<file path="src/rtl/comparator_4bit_reg_if.sv">
// rtl/comparator_4bit_reg_if.sv - operand/flag/counter bundle for comparator_4bit_reg
//
// Purpose: groups the comparator's operand inputs, controls, flags and
//          counters so the compare unit and its user share one connection.
// Signals:
//   a, b      operands (master -> slave)
//   en        sample enable for registered path and counters
//   clr       synchronous counter clear
//   G, E, L   combinational a>b, a==b, a<b
//   G_r, E_r, L_r, vld_r, rel_chg   registered flags, valid, relation-change pulse
//   cnt_gt, cnt_eq, cnt_lt          saturating per-relation event counters
// Modports: master drives operands/controls; slave is the comparator.

interface comparator_4bit_reg_if #(
    parameter int WIDTH = 4,
    parameter int CNT_W = 8
);
    logic [WIDTH-1:0] a;
    logic [WIDTH-1:0] b;
    logic             en;
    logic             clr;
    logic             G;
    logic             E;
    logic             L;
    logic             G_r;
    logic             E_r;
    logic             L_r;
    logic             vld_r;
    logic             rel_chg;
    logic [CNT_W-1:0] cnt_gt;
    logic [CNT_W-1:0] cnt_eq;
    logic [CNT_W-1:0] cnt_lt;

    modport master (
        output a, b, en, clr,
        input  G, E, L, G_r, E_r, L_r, vld_r, rel_chg, cnt_gt, cnt_eq, cnt_lt
    );

    modport slave (
        input  a, b, en, clr,
        output G, E, L, G_r, E_r, L_r, vld_r, rel_chg, cnt_gt, cnt_eq, cnt_lt
    );
endinterface

</file>
<file path="src/rtl/comparator_4bit_reg.sv">
// rtl/comparator_4bit_reg.sv - magnitude comparator with registered flags and event counters
//
// Purpose: compares two WIDTH-bit operands (unsigned or two's complement),
//          drives one-hot G/E/L combinationally, keeps an enable-qualified
//          registered copy, pulses rel_chg when the captured relation
//          changes, and counts captured relations in saturating counters.
// Ports:
//   clk     rising-edge clock
//   rst_n   asynchronous active-low reset, clears all registered outputs
//   cmp_if  comparator_4bit_reg_if.slave (operands, controls, flags, counters)

module comparator_4bit_reg #(
    parameter int WIDTH  = 4,
    parameter int SIGNED = 0,
    parameter int CNT_W  = 8
) (
    input  logic                 clk,
    input  logic                 rst_n,
    comparator_4bit_reg_if.slave cmp_if
);

    // Flipping the sign bit maps two's-complement order onto unsigned order,
    // so one unsigned comparator serves both modes.
    localparam logic [WIDTH-1:0] KEY_FLIP = {(SIGNED != 0), {(WIDTH-1){1'b0}}};
    localparam logic [CNT_W-1:0] CNT_ONE  = {{(CNT_W-1){1'b0}}, 1'b1};

    logic [WIDTH-1:0] w_a_key;
    logic [WIDTH-1:0] w_b_key;
    logic             w_gt;
    logic             w_eq;
    logic             w_lt;
    logic [2:0]       w_rel;

    logic             r_g;
    logic             r_e;
    logic             r_l;
    logic             r_vld;
    logic             r_rel_chg;
    logic [CNT_W-1:0] r_cnt_gt;
    logic [CNT_W-1:0] r_cnt_eq;
    logic [CNT_W-1:0] r_cnt_lt;

    assign w_a_key = cmp_if.a ^ KEY_FLIP;
    assign w_b_key = cmp_if.b ^ KEY_FLIP;
    assign w_gt    = (w_a_key >  w_b_key);
    assign w_eq    = (w_a_key == w_b_key);
    assign w_lt    = (w_a_key <  w_b_key);
    assign w_rel   = {w_gt, w_eq, w_lt};

    // Registered flags, valid and relation-change pulse.
    always_ff @(posedge clk or negedge rst_n) begin
        if (!rst_n) begin
            r_g       <= 1'b0;
            r_e       <= 1'b0;
            r_l       <= 1'b0;
            r_vld     <= 1'b0;
            r_rel_chg <= 1'b0;
        end else begin
            // The pulse only compares against a real earlier capture; the
            // reset value 000 is not a relation.
            r_rel_chg <= cmp_if.en && r_vld && (w_rel != {r_g, r_e, r_l});
            if (cmp_if.en) begin
                r_g   <= w_gt;
                r_e   <= w_eq;
                r_l   <= w_lt;
                r_vld <= 1'b1;
            end
        end
    end

    // Saturating event counters; clear wins over a same-cycle capture.
    always_ff @(posedge clk or negedge rst_n) begin
        if (!rst_n) begin
            r_cnt_gt <= '0;
            r_cnt_eq <= '0;
            r_cnt_lt <= '0;
        end else if (cmp_if.clr) begin
            r_cnt_gt <= '0;
            r_cnt_eq <= '0;
            r_cnt_lt <= '0;
        end else if (cmp_if.en) begin
            if (w_gt && !(&r_cnt_gt)) r_cnt_gt <= r_cnt_gt + CNT_ONE;
            if (w_eq && !(&r_cnt_eq)) r_cnt_eq <= r_cnt_eq + CNT_ONE;
            if (w_lt && !(&r_cnt_lt)) r_cnt_lt <= r_cnt_lt + CNT_ONE;
        end
    end

    assign cmp_if.G       = w_gt;
    assign cmp_if.E       = w_eq;
    assign cmp_if.L       = w_lt;
    assign cmp_if.G_r     = r_g;
    assign cmp_if.E_r     = r_e;
    assign cmp_if.L_r     = r_l;
    assign cmp_if.vld_r   = r_vld;
    assign cmp_if.rel_chg = r_rel_chg;
    assign cmp_if.cnt_gt  = r_cnt_gt;
    assign cmp_if.cnt_eq  = r_cnt_eq;
    assign cmp_if.cnt_lt  = r_cnt_lt;

endmodule

</file>
<file path="src/flat_wrapper.sv">
// flat-port wrapper written by rule: the top's interface ports become plain ports
module comparator_4bit_reg_flat 
#(
    parameter int WIDTH  = 4,
    parameter int SIGNED = 0,
    parameter int CNT_W  = 8
)
  (clk, rst_n, cmp_if_a, cmp_if_b, cmp_if_en, cmp_if_clr, cmp_if_G, cmp_if_E, cmp_if_L, cmp_if_G_r, cmp_if_E_r, cmp_if_L_r, cmp_if_vld_r, cmp_if_rel_chg, cmp_if_cnt_gt, cmp_if_cnt_eq, cmp_if_cnt_lt);
  comparator_4bit_reg_if #(.WIDTH(WIDTH), .CNT_W(CNT_W)) cmp_if_i ();
  input  logic clk;
  input  logic rst_n;
  input wire logic [$bits(cmp_if_i.a)-1:0] cmp_if_a;
  input wire logic [$bits(cmp_if_i.b)-1:0] cmp_if_b;
  input wire logic [$bits(cmp_if_i.en)-1:0] cmp_if_en;
  input wire logic [$bits(cmp_if_i.clr)-1:0] cmp_if_clr;
  output wire logic [$bits(cmp_if_i.G)-1:0] cmp_if_G;
  output wire logic [$bits(cmp_if_i.E)-1:0] cmp_if_E;
  output wire logic [$bits(cmp_if_i.L)-1:0] cmp_if_L;
  output wire logic [$bits(cmp_if_i.G_r)-1:0] cmp_if_G_r;
  output wire logic [$bits(cmp_if_i.E_r)-1:0] cmp_if_E_r;
  output wire logic [$bits(cmp_if_i.L_r)-1:0] cmp_if_L_r;
  output wire logic [$bits(cmp_if_i.vld_r)-1:0] cmp_if_vld_r;
  output wire logic [$bits(cmp_if_i.rel_chg)-1:0] cmp_if_rel_chg;
  output wire logic [$bits(cmp_if_i.cnt_gt)-1:0] cmp_if_cnt_gt;
  output wire logic [$bits(cmp_if_i.cnt_eq)-1:0] cmp_if_cnt_eq;
  output wire logic [$bits(cmp_if_i.cnt_lt)-1:0] cmp_if_cnt_lt;
  assign cmp_if_i.a = cmp_if_a;
  assign cmp_if_i.b = cmp_if_b;
  assign cmp_if_i.en = cmp_if_en;
  assign cmp_if_i.clr = cmp_if_clr;
  assign cmp_if_G = cmp_if_i.G;
  assign cmp_if_E = cmp_if_i.E;
  assign cmp_if_L = cmp_if_i.L;
  assign cmp_if_G_r = cmp_if_i.G_r;
  assign cmp_if_E_r = cmp_if_i.E_r;
  assign cmp_if_L_r = cmp_if_i.L_r;
  assign cmp_if_vld_r = cmp_if_i.vld_r;
  assign cmp_if_rel_chg = cmp_if_i.rel_chg;
  assign cmp_if_cnt_gt = cmp_if_i.cnt_gt;
  assign cmp_if_cnt_eq = cmp_if_i.cnt_eq;
  assign cmp_if_cnt_lt = cmp_if_i.cnt_lt;
  comparator_4bit_reg #(.WIDTH(WIDTH), .SIGNED(SIGNED), .CNT_W(CNT_W)) u_core (.clk(clk), .rst_n(rst_n), .cmp_if(cmp_if_i));
endmodule
</file>
<file path="config.mk">
export PLATFORM = sky130hd
export DESIGN_NAME = comparator_4bit_reg_flat
export DESIGN_NICKNAME = d
export VERILOG_FILES = /design/src/rtl/comparator_4bit_reg_if.sv /design/src/rtl/comparator_4bit_reg.sv /design/src/flat_wrapper.sv
export SDC_FILE = /design/constraint.sdc
export NUM_CORES = 1
export LEC_CHECK = 0
export BUFFER_PORTS_ARGS = -buffer_cell sky130_fd_sc_hd__buf_2
export CAP_MARGIN = 20
export CELL_PAD_IN_SITES_DETAIL_PLACEMENT = 0
export CELL_PAD_IN_SITES_GLOBAL_PLACEMENT = 1
export CORE_MARGIN = 2
export CORE_UTILIZATION = 39
export DETAILED_ROUTE_END_ITERATION = 8
export MAX_ROUTING_LAYER = met4
export PLACE_DENSITY = 0.88
export SLEW_MARGIN = 20
export SYNTH_ARGS = -nofsm -noshare
export SYNTH_HDL_FRONTEND = slang
export SYNTH_SLANG_ARGS = --single-unit
</file>
<file path="constraint.sdc">
create_clock -name clk -period 2.2 [get_ports clk]
set_input_delay 0.44 -clock clk [delete_from_list [all_inputs] [get_ports clk]]
set_output_delay 0.44 -clock clk [all_outputs]
set_load 0.02 [all_outputs]
</file>
# == Yosys cells after proc, flatten, opt, wreduce, memory -nomap -nowiden ==
# Cells that the tools add are included.
# word_totals
elab_cells,42
register_bits,29
output_inout_bits,32
# classes
eq_ne,2
n_lt_le_gt_ge,2
reduce_logical,18
mux,9
add_sub_neg,3
# op_table
op,count
two-way mux 8 bit,9
"adder 8 x 1 -> 8 bit, second input constant",3
AND reduction 8 bit,3
nonzero test 2 bit,4
AND reduction 2 bit,3
logical AND 1 bit,5
== test 4 bit,1
greater-than comparator 4 bit,1
less-than comparator 4 bit,1
zero test 1 bit,3
!= test 3 bit,1

# == Depth between registers and ports, before layout ==
# Gate-level depths: netlist (run 1).
# logic_depth
word_depth,6
ltp_mapped,8
mapped_depth_nobuf,7

# == Least setup slack after synthesis (run 1) ==
# Ideal clock, no wire load.
# synth_path
path_kind,in2reg
start,in cmp_if_b[1]
end,"reg u_core.r_cnt_lt[5], in the netlist u_core.cmp_if.cnt_lt[5]"
path_stages,8
arrival_ns,2.010
path_slack_ns,0.066
path_cell_list,inv_1 -> ha_1 -> nor2b_4 -> o211ai_2 -> nand3_1 -> buf_2 -> nor4_1 -> mux2_2
# synth_via
elab_chain_cells,4
# synth_rtl
item,line,rtl
"start, declared",flat_wrapper.sv:13,input wire logic [$bits(cmp_if_i.b)-1:0] cmp_if_b;
less-than comparator 4 bit,comparator_4bit_reg.sv:47,assign w_lt = (w_a_key < w_b_key);
logical AND 1 bit,comparator_4bit_reg.sv:84,if (w_lt && !(&r_cnt_lt)) r_cnt_lt <= r_cnt_lt + CNT_ONE;
nonzero test 2 bit (no line),--,
AND reduction 2 bit (no line),--,
"end signal, assigned",comparator_4bit_reg.sv:84,
"end, declared",comparator_4bit_reg.sv:41,logic [CNT_W-1:0] r_cnt_lt;
# Every way passes these cells.
# A chain may end at the register's enable or synchronous reset.

# == Worst setup path after layout (run 1) ==
# layout_path
start,in cmp_if_b[3]
end,out cmp_if_G
# layout_via
elab_chain_cells,1
# layout_rtl
item,line,rtl
greater-than comparator 4 bit,comparator_4bit_reg.sv:45,assign w_gt = (w_a_key > w_b_key);
"end, declared",flat_wrapper.sv:16,output wire logic [$bits(cmp_if_i.G)-1:0] cmp_if_G;
# Every way passes these cells.

==> flow_metrics.env, run 1 <==
export IMPL_postSynthAreaPerCell_um2=9.69
export IMPL_max_slew_margin_rel=0.573
export IMPL_worstReg2RegEnd="u_core.cmp_if.cnt_gt[3]$_DFFE_PN0P_"
export IMPL_final_common_cell="buf_2"
export IMPL_nNetsFinal=242
export IMPL_track_usage=0.167
export IMPL_clkTransAtPathRegs_ns=0.07
export IMPL_setup_tns_ns=0
export IMPL_grt_pass1_vias=1360
export IMPL_antenna_left=0
export IMPL_dpl_hpwl_um=2550
export IMPL_status="complete, no violations"
export IMPL_grt_pass1_wl_um=6240
export IMPL_tightest_slew_ns=0.640
export IMPL_yosysWarningCount=0
export IMPL_n_antenna_cell=0
export IMPL_layout_common_cells="buf_2 (43), dfrtp_1 (29), nand3_1 (15)"
export IMPL_drt_iter0_markers=89
export IMPL_area_delta_synth_final_pct=25.5
export IMPL_via_per_inst=5.30
export IMPL_rows=23
export IMPL_grt_remaining_overflow=0
export IMPL_clock_sinks=29
export IMPL_slowest_delay_ns=0.33
export IMPL_arrival_ns=1.68
export IMPL_dieArea_um2=4790
export IMPL_fmax_mhz=472
export IMPL_r2r_cells=5
export IMPL_antenna_found_initial=0
export IMPL_synth_seq_cells=29
export IMPL_ff2ff_setup_slack_ns=0.40
export IMPL_cts_hold_buffers=0
export IMPL_reg2reg_from="u_core.cmp_if.cnt_gt[0]$_DFFE_PN0P_"
export IMPL_setup_viol=0
export IMPL_routedWlPerCell_um=13.3
export IMPL_vdd_drop_max_uv=256
export IMPL_synth_net_count=190
export IMPL_drt_pass1_iterations=4
export IMPL_hold_viol_final=0
export IMPL_io_pins=44
export IMPL_path_buf_inv=4
export IMPL_clockBufferDepth=2
export IMPL_fin_ws_ns=0.0817
export IMPL_place_ws_ns=-0.101
export IMPL_path_common_cell="buf_2"
export IMPL_worstPathRequired_ns=1.76
export IMPL_worstPathCellList="buf_2 > inv_1 > ha_1 > and4_4 > buf_4 > a21oi_1 > buf_2"
export IMPL_drive_gt1_frac=0.330
export IMPL_cpMaxStageDelayCell="ha_1"
export IMPL_cp_depth=7
export IMPL_globalplace_congestion=0.760
export IMPL_fin_skew_ns=0.00380
export IMPL_crit_fanout=7
export IMPL_synth_edf_count=0
export IMPL_critPathTopFamily="buffers and inverters"
export IMPL_cts_max_level=2
export IMPL_clkLatencyLatePin_ns=0.29
export IMPL_num_vias=1453
export IMPL_p_leak_nw=0.985
export IMPL_cp_end_kind="output port"
export IMPL_die_w_um=69.2
export IMPL_routed_wl_um=3630
export IMPL_cts_tree="done"
export IMPL_setup_worst_path_class="in -> out"
export IMPL_period_needed_ns=2.12
export IMPL_portBuffers=43
export IMPL_yosysUniqueCellTypes=41
export IMPL_p_per_area_nw_per_um2=597
export IMPL_cts_root_buffer="clkbuf_8"
export IMPL_ys_flop_type="dfrtp_1"
export IMPL_hp_class="in -> async"
export IMPL_initial_core_util=0.409
export IMPL_rsz0062_at_grt="false"
export IMPL_nFillCells=385
export IMPL_drv_cap=0
export IMPL_place_inst=266
export IMPL_ys_seq_area_frac=0.438
export IMPL_die_height_um=69.2
export IMPL_syn_cell_area_um2=1660
export IMPL_syn_inst=171
export IMPL_synthArstFlopShare=1.00
export IMPL_remaining_drc_errors=0
export IMPL_cts_buffers=5
export IMPL_critPathLaunchType="primary input"
export IMPL_instances_no_fill=274
export IMPL_fin_crit_sh=0.963
export IMPL_final_max_slew_viol_count=0
export IMPL_core_area_um2=4060
export IMPL_grt_max_degree=30
==> cell usage after synthesis (3+ instances only) <==
cell type	n	share of area
a21oi_1	15	0.045
and3_4	3	0.020
clkbuf_1	3	0.0068
dfrtp_1	29	0.44
ha_1	7	0.053
inv_1	10	0.023
mux2_2	3	0.020
nand2_1	4	0.0091
nand3_1	15	0.045
nand4_1	3	0.011
nor2_1	12	0.027
nor3_1	4	0.012
o21ai_0	8	0.024
o31ai_1	6	0.027
or3_1	5	0.019
or4_1	7	0.032
xnor2_1	5	0.026
==> kinds of logic (layout without fill, tap and decap cells) <==
logic type / Yosys count / after routing / synth area share
compound gates: 39 / 39 / 0.152
xor+xnor: 7 / 7 / 0.0370
fa+ha+maj: 7 / 7 / 0.0528
buf+inv: 18 / 71 / 0.0513
flops: 29 / 29 / 0.438
mux: 5 / 5 / 0.0325
simple gates: 66 / 66 / 0.236
==> power by group <==
part,internal [mW],leakage [nW],switching (mW)
Clock,0.282,0.0542,0.214
Sequential,0.548,0.393,0.0145
Combinational,0.0758,0.538,0.108
Total,0.906,0.985,0.337
==> cell type report <==
type                       instances  area (µm²)  area share
tap                               50        62.6      0.0301
inverter                          10        37.5      0.0180
clock inverter                     1        5.00     0.00241
multi-input combinational        124         851       0.409
timing repair buffer              53         303       0.146
clock buffer                       7        96.3      0.0463
sequential                        29         726       0.349
==> through the flow <==
step                hold slack [ns]  total power, mW   util  area [µm²]
floorplan                     0.144            0.678      -        1660
global placement              0.475            0.755  0.487        1980
detailed placement            0.478            0.757  0.487        1980
CTS                           0.206             1.25  0.512        2080
global route                  0.234             1.30  0.513        2080
finish                        0.172             1.24  0.513        2080
==> registers in the layout, indices dropped and copies added (netlist names) <==
signal	count
u_core.cmp_if.E_r	1
u_core.cmp_if.G_r	1
u_core.cmp_if.L_r	1
u_core.cmp_if.cnt_eq	8
u_core.cmp_if.cnt_gt	8
u_core.cmp_if.cnt_lt	8
u_core.cmp_if.rel_chg	1
u_core.cmp_if.vld_r	1
==> how the worst max path moves through the flow <==
stage	from	endpoint	slack, ns
after floorplan	cmp_if_b[1]	u_core.cmp_if.cnt_lt[5]$_DFFE_PN0P_	0.07
after global placement	cmp_if_b[1]	u_core.cmp_if.cnt_lt[5]$_DFFE_PN0P_	-0.09
after detailed placement	cmp_if_b[3]	u_core.cmp_if.cnt_lt[5]$_DFFE_PN0P_	-0.10
after CTS	cmp_if_b[1]	cmp_if_G	0.04
after global routing	cmp_if_b[1]	cmp_if_G	0.003
final	cmp_if_b[3]	cmp_if_G	0.08
==> metal layers <==
layer,global-route usage,vias up,share of wire
met5,-,-,0
met4,0.0588,0,0.015
met3,0.0538,7,0.055
met2,0.234,42,0.42
met1,0.226,677,0.51
li1,-,727,-
==> what timing repair did <==
item | 4_1_cts | 5_1_grt
gates resized for setup | 0 | 1
setup endpoints to repair | 0 | 1
endpoints found under the hold margin | 0 | 0
buffers inserted | 0 | 0
(Power assumes the default switching activity.)
==> run 2: changes to the inputs <==
- ABC_AREA: not set -> 1
- CORE_UTILIZATION: 39 -> 40
- CTS_BUF_LIST: not set -> sky130_fd_sc_hd__clkbuf_8
- PLACE_DENSITY: 0.88 -> 0.93
==> run 2 against run 1 <==
  * Worst setup slack better by 0.18 ns
  * Critical path depth increased by 3
  * Area after synthesis increased by 9.4%
  * Combinational power is 21% higher
  * Total power fell by 2.4%
  * Routed wire length up 5.3%
  * Sequential power rose by 2%
  * Synthesized cell count is 40% higher
  * Clock-buffer cell count decreased by 2
  * Global-route usage is 0.53 points higher
  * First-iteration DRC count rose by 16%
  * Core utilization is 1.6 points lower
  * Critical path type unchanged
  * Critical endpoint unchanged
  * Largest cell class unchanged
  * Highest routed layer unchanged
==> flow_metrics.env, run 2 <==
export IMPL_status="complete, no violations"
export IMPL_synth_seq_cells=29
export IMPL_crit_fanout=5
export IMPL_place_area_um2=2080
export IMPL_yosysWarningCount=0
export IMPL_cts_tree="done"
export IMPL_synth_edf_count=0
export IMPL_syn_inst=239
export IMPL_vdd_drop_max_uv=263
export IMPL_synthArstFlopShare=1.00
export IMPL_drv_cap=0
export IMPL_synth_area_leaders="dfrtp_1 (40%), nand2_1 (13%), nand3_1 (9.4%)"
export IMPL_ys_flop_type="dfrtp_1"
export IMPL_nFillCells=443
export IMPL_tightest_slew_ns=0.678
export IMPL_drt_pass1_iterations=4
export IMPL_critPathTopFamily="simple AND/OR/NAND/NOR gates"
export IMPL_worstPathRequired_ns=1.76
export IMPL_routed_wl_um=3830
export IMPL_dpl_hpwl_um=2760
export IMPL_worstPathCellList="buf_2 > inv_1 > ha_1 > nand2_2 > inv_2 > nand2_2 > nand2_2 > nand2_1 > inv_1 > buf_2"
export IMPL_synth_common_cells="nand2_1 (65), nand3_1 (34), dfrtp_1 (29), nor2_1 (27), inv_1 (25)"
export IMPL_critPathLaunchType="primary input"
export IMPL_slowest_delay_ns=0.32
export IMPL_io_pins=44
export IMPL_die_w_um=71.3
export IMPL_drive_gt1_frac=0.247
export IMPL_syn_cell_area_um2=1810
export IMPL_dieArea_um2=5090
export IMPL_place_ws_ns=0.246
export IMPL_rows=24
export IMPL_grt_remaining_overflow=0
export IMPL_fin_ws_ns=0.263
export IMPL_final_common_cell="nand2_1"
export IMPL_via_per_inst=4.86
export IMPL_rsz0062_at_grt="false"
export IMPL_stdcell_area_um2=2160
export IMPL_num_vias=1648
export IMPL_fin_crit_sh=0.881
export IMPL_hold_viol_final=0
export IMPL_period_needed_ns=1.94
export IMPL_yosys_area_top_type="dfrtp_1"
export IMPL_path_buf_inv=5
export IMPL_cts_hold_buffers=0
export IMPL_wl_met1_um=1840
export IMPL_total_power_mw=1.21
export IMPL_p_per_area_nw_per_um2=561
export IMPL_remaining_drc_errors=0
export IMPL_synth_most_common_cell="nand2_1"
export IMPL_nNetsFinal=305
export IMPL_wl_met2_um=1710
export IMPL_fin_skew_ns=0.00725
export IMPL_cpMaxStageDelayCell="ha_1"
export IMPL_routedWlPerCell_um=11.3
export IMPL_p_leak_nw=1.22
export IMPL_fmax_mhz=516
export IMPL_final_max_slew_viol_count=0
export IMPL_core_area_um2=4350
export IMPL_yosysUniqueCellTypes=28
export IMPL_clkLatencyLatePin_ns=0.28
export IMPL_synth_net_count=258
export IMPL_n_antenna_cell=0
export IMPL_path_common_cell="nand2_2"
export IMPL_fin_hold_ws_ns=0.193
export IMPL_layout_common_cells="nand2_1 (65), buf_2 (43), nand3_1 (34)"
export IMPL_area_delta_synth_final_pct=19.3
export IMPL_cp_end_kind="output port"
export IMPL_setup_viol=0
export IMPL_antenna_left=0
export IMPL_initial_core_util=0.416
export IMPL_setup_worst_path_class="in -> out"
export IMPL_die_height_um=71.3
export IMPL_cts_root_buffer="clkbuf_8"
export IMPL_hp_class="in -> async"
export IMPL_arrival_ns=1.50
export IMPL_clock_sinks=29
export IMPL_antenna_found_initial=0
export IMPL_postSynthAreaPerCell_um2=7.59
export IMPL_drt_iter0_markers=103
export IMPL_cts_resized=0
export IMPL_grt_max_degree=30
export IMPL_max_slew_margin_rel=0.548
export IMPL_grt_pass1_vias=1515
export IMPL_grt_pass1_wl_um=6780
export IMPL_cts_max_level=2
export IMPL_dr_wl_met3_um=220
export IMPL_cts_buffers=5
export IMPL_setup_tns_ns=0
export IMPL_top_layer="met4"
export IMPL_ys_seq_area_frac=0.400
export IMPL_synth_top_area_share=0.400
export IMPL_portBuffers=43
export IMPL_globalplace_congestion=0.788
export IMPL_track_usage=0.172
export IMPL_clockBufferDepth=2
export IMPL_clkTransAtPathRegs_ns=0.07
export IMPL_cts_setup_buffers=0
run 2: cell type report:
type	instances	area [µm²]	share of cell area
clock buffer	5	68.8	0.0318
clock inverter	3	11.3	0.00521
inverter	29	114	0.0526
multi-input combinational	177	956	0.442
sequential	29	726	0.335
tap	52	65.1	0.0301
timing repair buffer	44	223	0.103
run 2: path summary, 6_finish.rpt:
check	startpoint	endpoint	slack [ns]	cells after the start
setup reg to reg	u_core.cmp_if.cnt_lt[0]$_DFFE_PN0P_	u_core.cmp_if.cnt_lt[6]$_DFFE_PN0P_	0.61	9
max in group asynchronous	rst_n	u_core.cmp_if.cnt_gt[4]$_DFFE_PN0P_	1.56	1
hold reg to reg	u_core.cmp_if.vld_r$_DFFE_PN0P_	u_core.cmp_if.vld_r$_DFFE_PN0P_	0.49	1
min in group clk	cmp_if_en	u_core.cmp_if.rel_chg$_DFF_PN0_	0.45	3
setup / recovery	cmp_if_b[3]	cmp_if_G	0.26	10
hold / removal	rst_n	u_core.cmp_if.cnt_lt[1]$_DFFE_PN0P_	0.19	1
run 2: power by group:
part           internal (mW)  total, mW  switching [mW]
Clock                  0.210      0.415           0.205
Combinational         0.0708      0.222           0.151
Sequential             0.555      0.576          0.0206
Total                  0.836       1.21           0.377
run 2: kinds of logic (layout without fill, tap and decap cells):
| family | count (synthesis) | after routing | share of synthesized area |
|---|---|---|---|
| adders and majority gates | 7 | 7 | 0.0483 |
| DFF | 29 | 29 | 0.400 |
| xor gates and xnor gates | 10 | 10 | 0.0483 |
| AOI/OAI and AO/OA | 12 | 12 | 0.0469 |
| and+or+nand+nor | 148 | 148 | 0.384 |
| buffers and inverters | 33 | 81 | 0.0725 |
run 2: stage by stage:
stage	std cells	utilization
2_1_floorplan	239	-
3_3_place_gp	331	0.478
3_5_place_dp	331	0.478
4_1_cts	339	0.497
5_1_grt	339	0.497
6_report	339	0.497
run 2: metal layers:
metal / vias to the layer above / track usage
met5: - / -
met4: 0 / 0.0503
met3: 6 / 0.0450
met2: 44 / 0.270
met1: 748 / 0.220
li1: 850 / -
run 2: worst reg2reg max path, delay by kind of cell (launching register included):
| kind | cells | cell delay, ns |
|---|---|---|
| flip-flops | 1 | 0.43 |
| adder cells (fa/ha/maj) | 1 | 0.23 |
| buffers and inverters | 1 | 0.13 |
| AND/OR/NAND/NOR | 7 | 0.69 |
==> run 3: changes to the inputs <==
- CORE_UTILIZATION: 40 -> 36
- PLACE_DENSITY: 0.93 -> not set
- PLACE_DENSITY_LB_ADDON: not set -> 0.1
- clock period: 2.2 -> 1.57 ns (I/O delays scaled with it)
==> run 3 against run 2 <==
  * Cell count increased by 11%
  * Largest power group unchanged
  * Critical path type unchanged
  * Highest routed layer unchanged
  * First-iteration DRC count down 33%
  * Core utilization grew 1.5 points
==> flow_metrics.env, run 3 (same netlist as run 2, synthesis figures left out) <==
export IMPL_globalplace_congestion=0.730
export IMPL_nNetsFinal=326
export IMPL_p_per_area_nw_per_um2=737
export IMPL_fmax_mhz=651
export IMPL_wl_met2_um=1940
export IMPL_period_needed_ns=1.54
export IMPL_cts_max_level=2
export IMPL_clkTransAtPathRegs_ns=0.06
export IMPL_area_delta_synth_final_pct=35.2
export IMPL_grt_max_degree=30
export IMPL_cpMaxStageDelayCell="ha_4"
export IMPL_n_antenna_cell=0
export IMPL_max_slew_margin_rel=0.733
export IMPL_dr_wl_met3_um=143
export IMPL_core_area_um2=4790
export IMPL_hp_class="in -> async"
export IMPL_hold_viol_final=0
export IMPL_remaining_drc_errors=0
export IMPL_rows=25
export IMPL_grt_pass1_vias=1630
export IMPL_dieArea_um2=5620
export IMPL_vdd_drop_max_uv=372
export IMPL_total_power_mw=1.81
export IMPL_clkLatencyLatePin_ns=0.28
export IMPL_antenna_found_initial=0
export IMPL_dpl_hpwl_um=3040
export IMPL_die_w_um=75.0
export IMPL_top_layer="met4"
export IMPL_path_buf_inv=5
export IMPL_fin_hold_ws_ns=0.0453
export IMPL_fin_ws_ns=0.0344
export IMPL_grt_pass1_wl_um=7400
export IMPL_final_max_slew_viol_count=0
export IMPL_routedWlPerCell_um=11.4
export IMPL_cts_root_buffer="clkbuf_8"
export IMPL_cp_end_kind="output port"
export IMPL_setup_viol=0
export IMPL_place_ws_ns=-0.115
export IMPL_clock_sinks=29
export IMPL_wl_met1_um=2150
export IMPL_portBuffers=43
export IMPL_fin_crit_sh=0.978
export IMPL_status="complete, no violations"
export IMPL_tightest_slew_ns=0.401
export IMPL_drv_cap=0
export IMPL_track_usage=0.178
export IMPL_via_per_inst=4.54
export IMPL_drt_pass1_iterations=4
export IMPL_setup_tns_ns=0
export IMPL_worstPathRequired_ns=1.26
export IMPL_slowest_delay_ns=0.28
export IMPL_final_util=0.512
export IMPL_worstPathCellList="buf_2 > inv_2 > ha_4 > nand2_4 > inv_2 > nand2_2 > nand2_4 > nand2_4 > inv_2 > buf_6"
export IMPL_rsz0062_at_grt="true"
export IMPL_grt_remaining_overflow=0
export IMPL_cts_buffers=5
export IMPL_antenna_left=0
export IMPL_fin_skew_ns=0.00545
export IMPL_drive_gt1_frac=0.347
export IMPL_clockBufferDepth=2
export IMPL_critPathTopFamily="buffers and inverters"
export IMPL_num_vias=1704
export IMPL_p_leak_nw=1.34
export IMPL_setup_worst_path_class="in -> out"
export IMPL_die_height_um=75.0
export IMPL_crit_fanout=5
export IMPL_drt_iter0_markers=69
export IMPL_cts_tree="done"
export IMPL_routed_wl_um=4280
export IMPL_critPathLaunchType="primary input"
export IMPL_layout_common_cells="nand2_1 (60), buf_2 (42), nand3_1 (34)"
export IMPL_arrival_ns=1.22
export IMPL_final_common_cell="nand2_1"
export IMPL_initial_core_util=0.379
export IMPL_io_pins=44
## run 3: cell types whose count changed in the layout (fill, tap and decap cells not counted), moves of 4 or more
cell and delta:
buf_4 +20, nand2_1 -5, ha_1 -4, ha_4 +4, inv_1 -4
## run 3: metal layers
metal / vias to the layer above / global-route usage
li1: 890 / -
met1: 782 / 0.245
met2: 28 / 0.257
met3: 4 / 0.0335
met4: 0 / 0.0734
met5: - / -
## run 3: final cells by class
| cell class | instances | area [µm²] |
|---|---|---|
| Clock buffer | 5 | 68.8 |
| Clock inverter | 3 | 11.3 |
| Fill cell | 502 | 2330 |
| Inverter | 29 | 116 |
| Multi-Input combinational cell | 177 | 1050 |
| Sequential cell | 29 | 726 |
| Tap cell | 67 | 83.8 |
| Timing Repair Buffer | 65 | 399 |
## run 3: timing repair
action | CTS | global route
setup buffers | 1 | 2
gates resized for setup | 10 | 12
endpoints found under the setup margin | 2 | 11
pin swaps | 3 | 5
hold buffers | 0 | 0
## run 3: path summary, 6_finish.rpt
| check | startpoint | to | slack, ns | depth (start not counted) |
|---|---|---|---|---|
| worst min-delay path | rst_n | u_core.cmp_if.E_r$_DFFE_PN0P_ | 0.05 | 2 |
| worst max register to register | u_core.cmp_if.cnt_gt[0]$_DFFE_PN0P_ | u_core.cmp_if.cnt_gt[2]$_DFFE_PN0P_ | 0.20 | 8 |
| worst max-delay path | cmp_if_b[3] | cmp_if_G | 0.03 | 10 |
| max in group asynchronous | rst_n | u_core.cmp_if.cnt_gt[2]$_DFFE_PN0P_ | 1.23 | 2 |
| min in group clk | cmp_if_en | u_core.cmp_if.E_r$_DFFE_PN0P_ | 0.34 | 2 |
| worst min register to register | u_core.cmp_if.vld_r$_DFFE_PN0P_ | u_core.cmp_if.vld_r$_DFFE_PN0P_ | 0.50 | 1 |
## run 3: report_power, final
group / leakage (nW) / internal, mW / switching [mW]
Clock: 0.0519 / 0.295 / 0.276
Sequential: 0.391 / 0.778 / 0.0214
Combinational: 0.898 / 0.179 / 0.257
Total: 1.34 / 1.25 / 0.554
## run 3: stage by stage
stage / instances / instance area [µm²]
floorplan: 239 / 1810
global placement: 364 / 2250
detailed placement: 364 / 2250
CTS: 373 / 2400
global route: 375 / 2450
finish: 375 / 2450
## run 3: worst reg2reg max path, stage by stage, from the launching register on
cell and delay, ns:
dfrtp_1 0.38, ha_1 0.22, nand2_2 0.08, nor2_2 0.05, nand2_1 0.10, nand4_4 0.13
buf_4 0.18, nand3_1 0.06, nand2_1 0.06
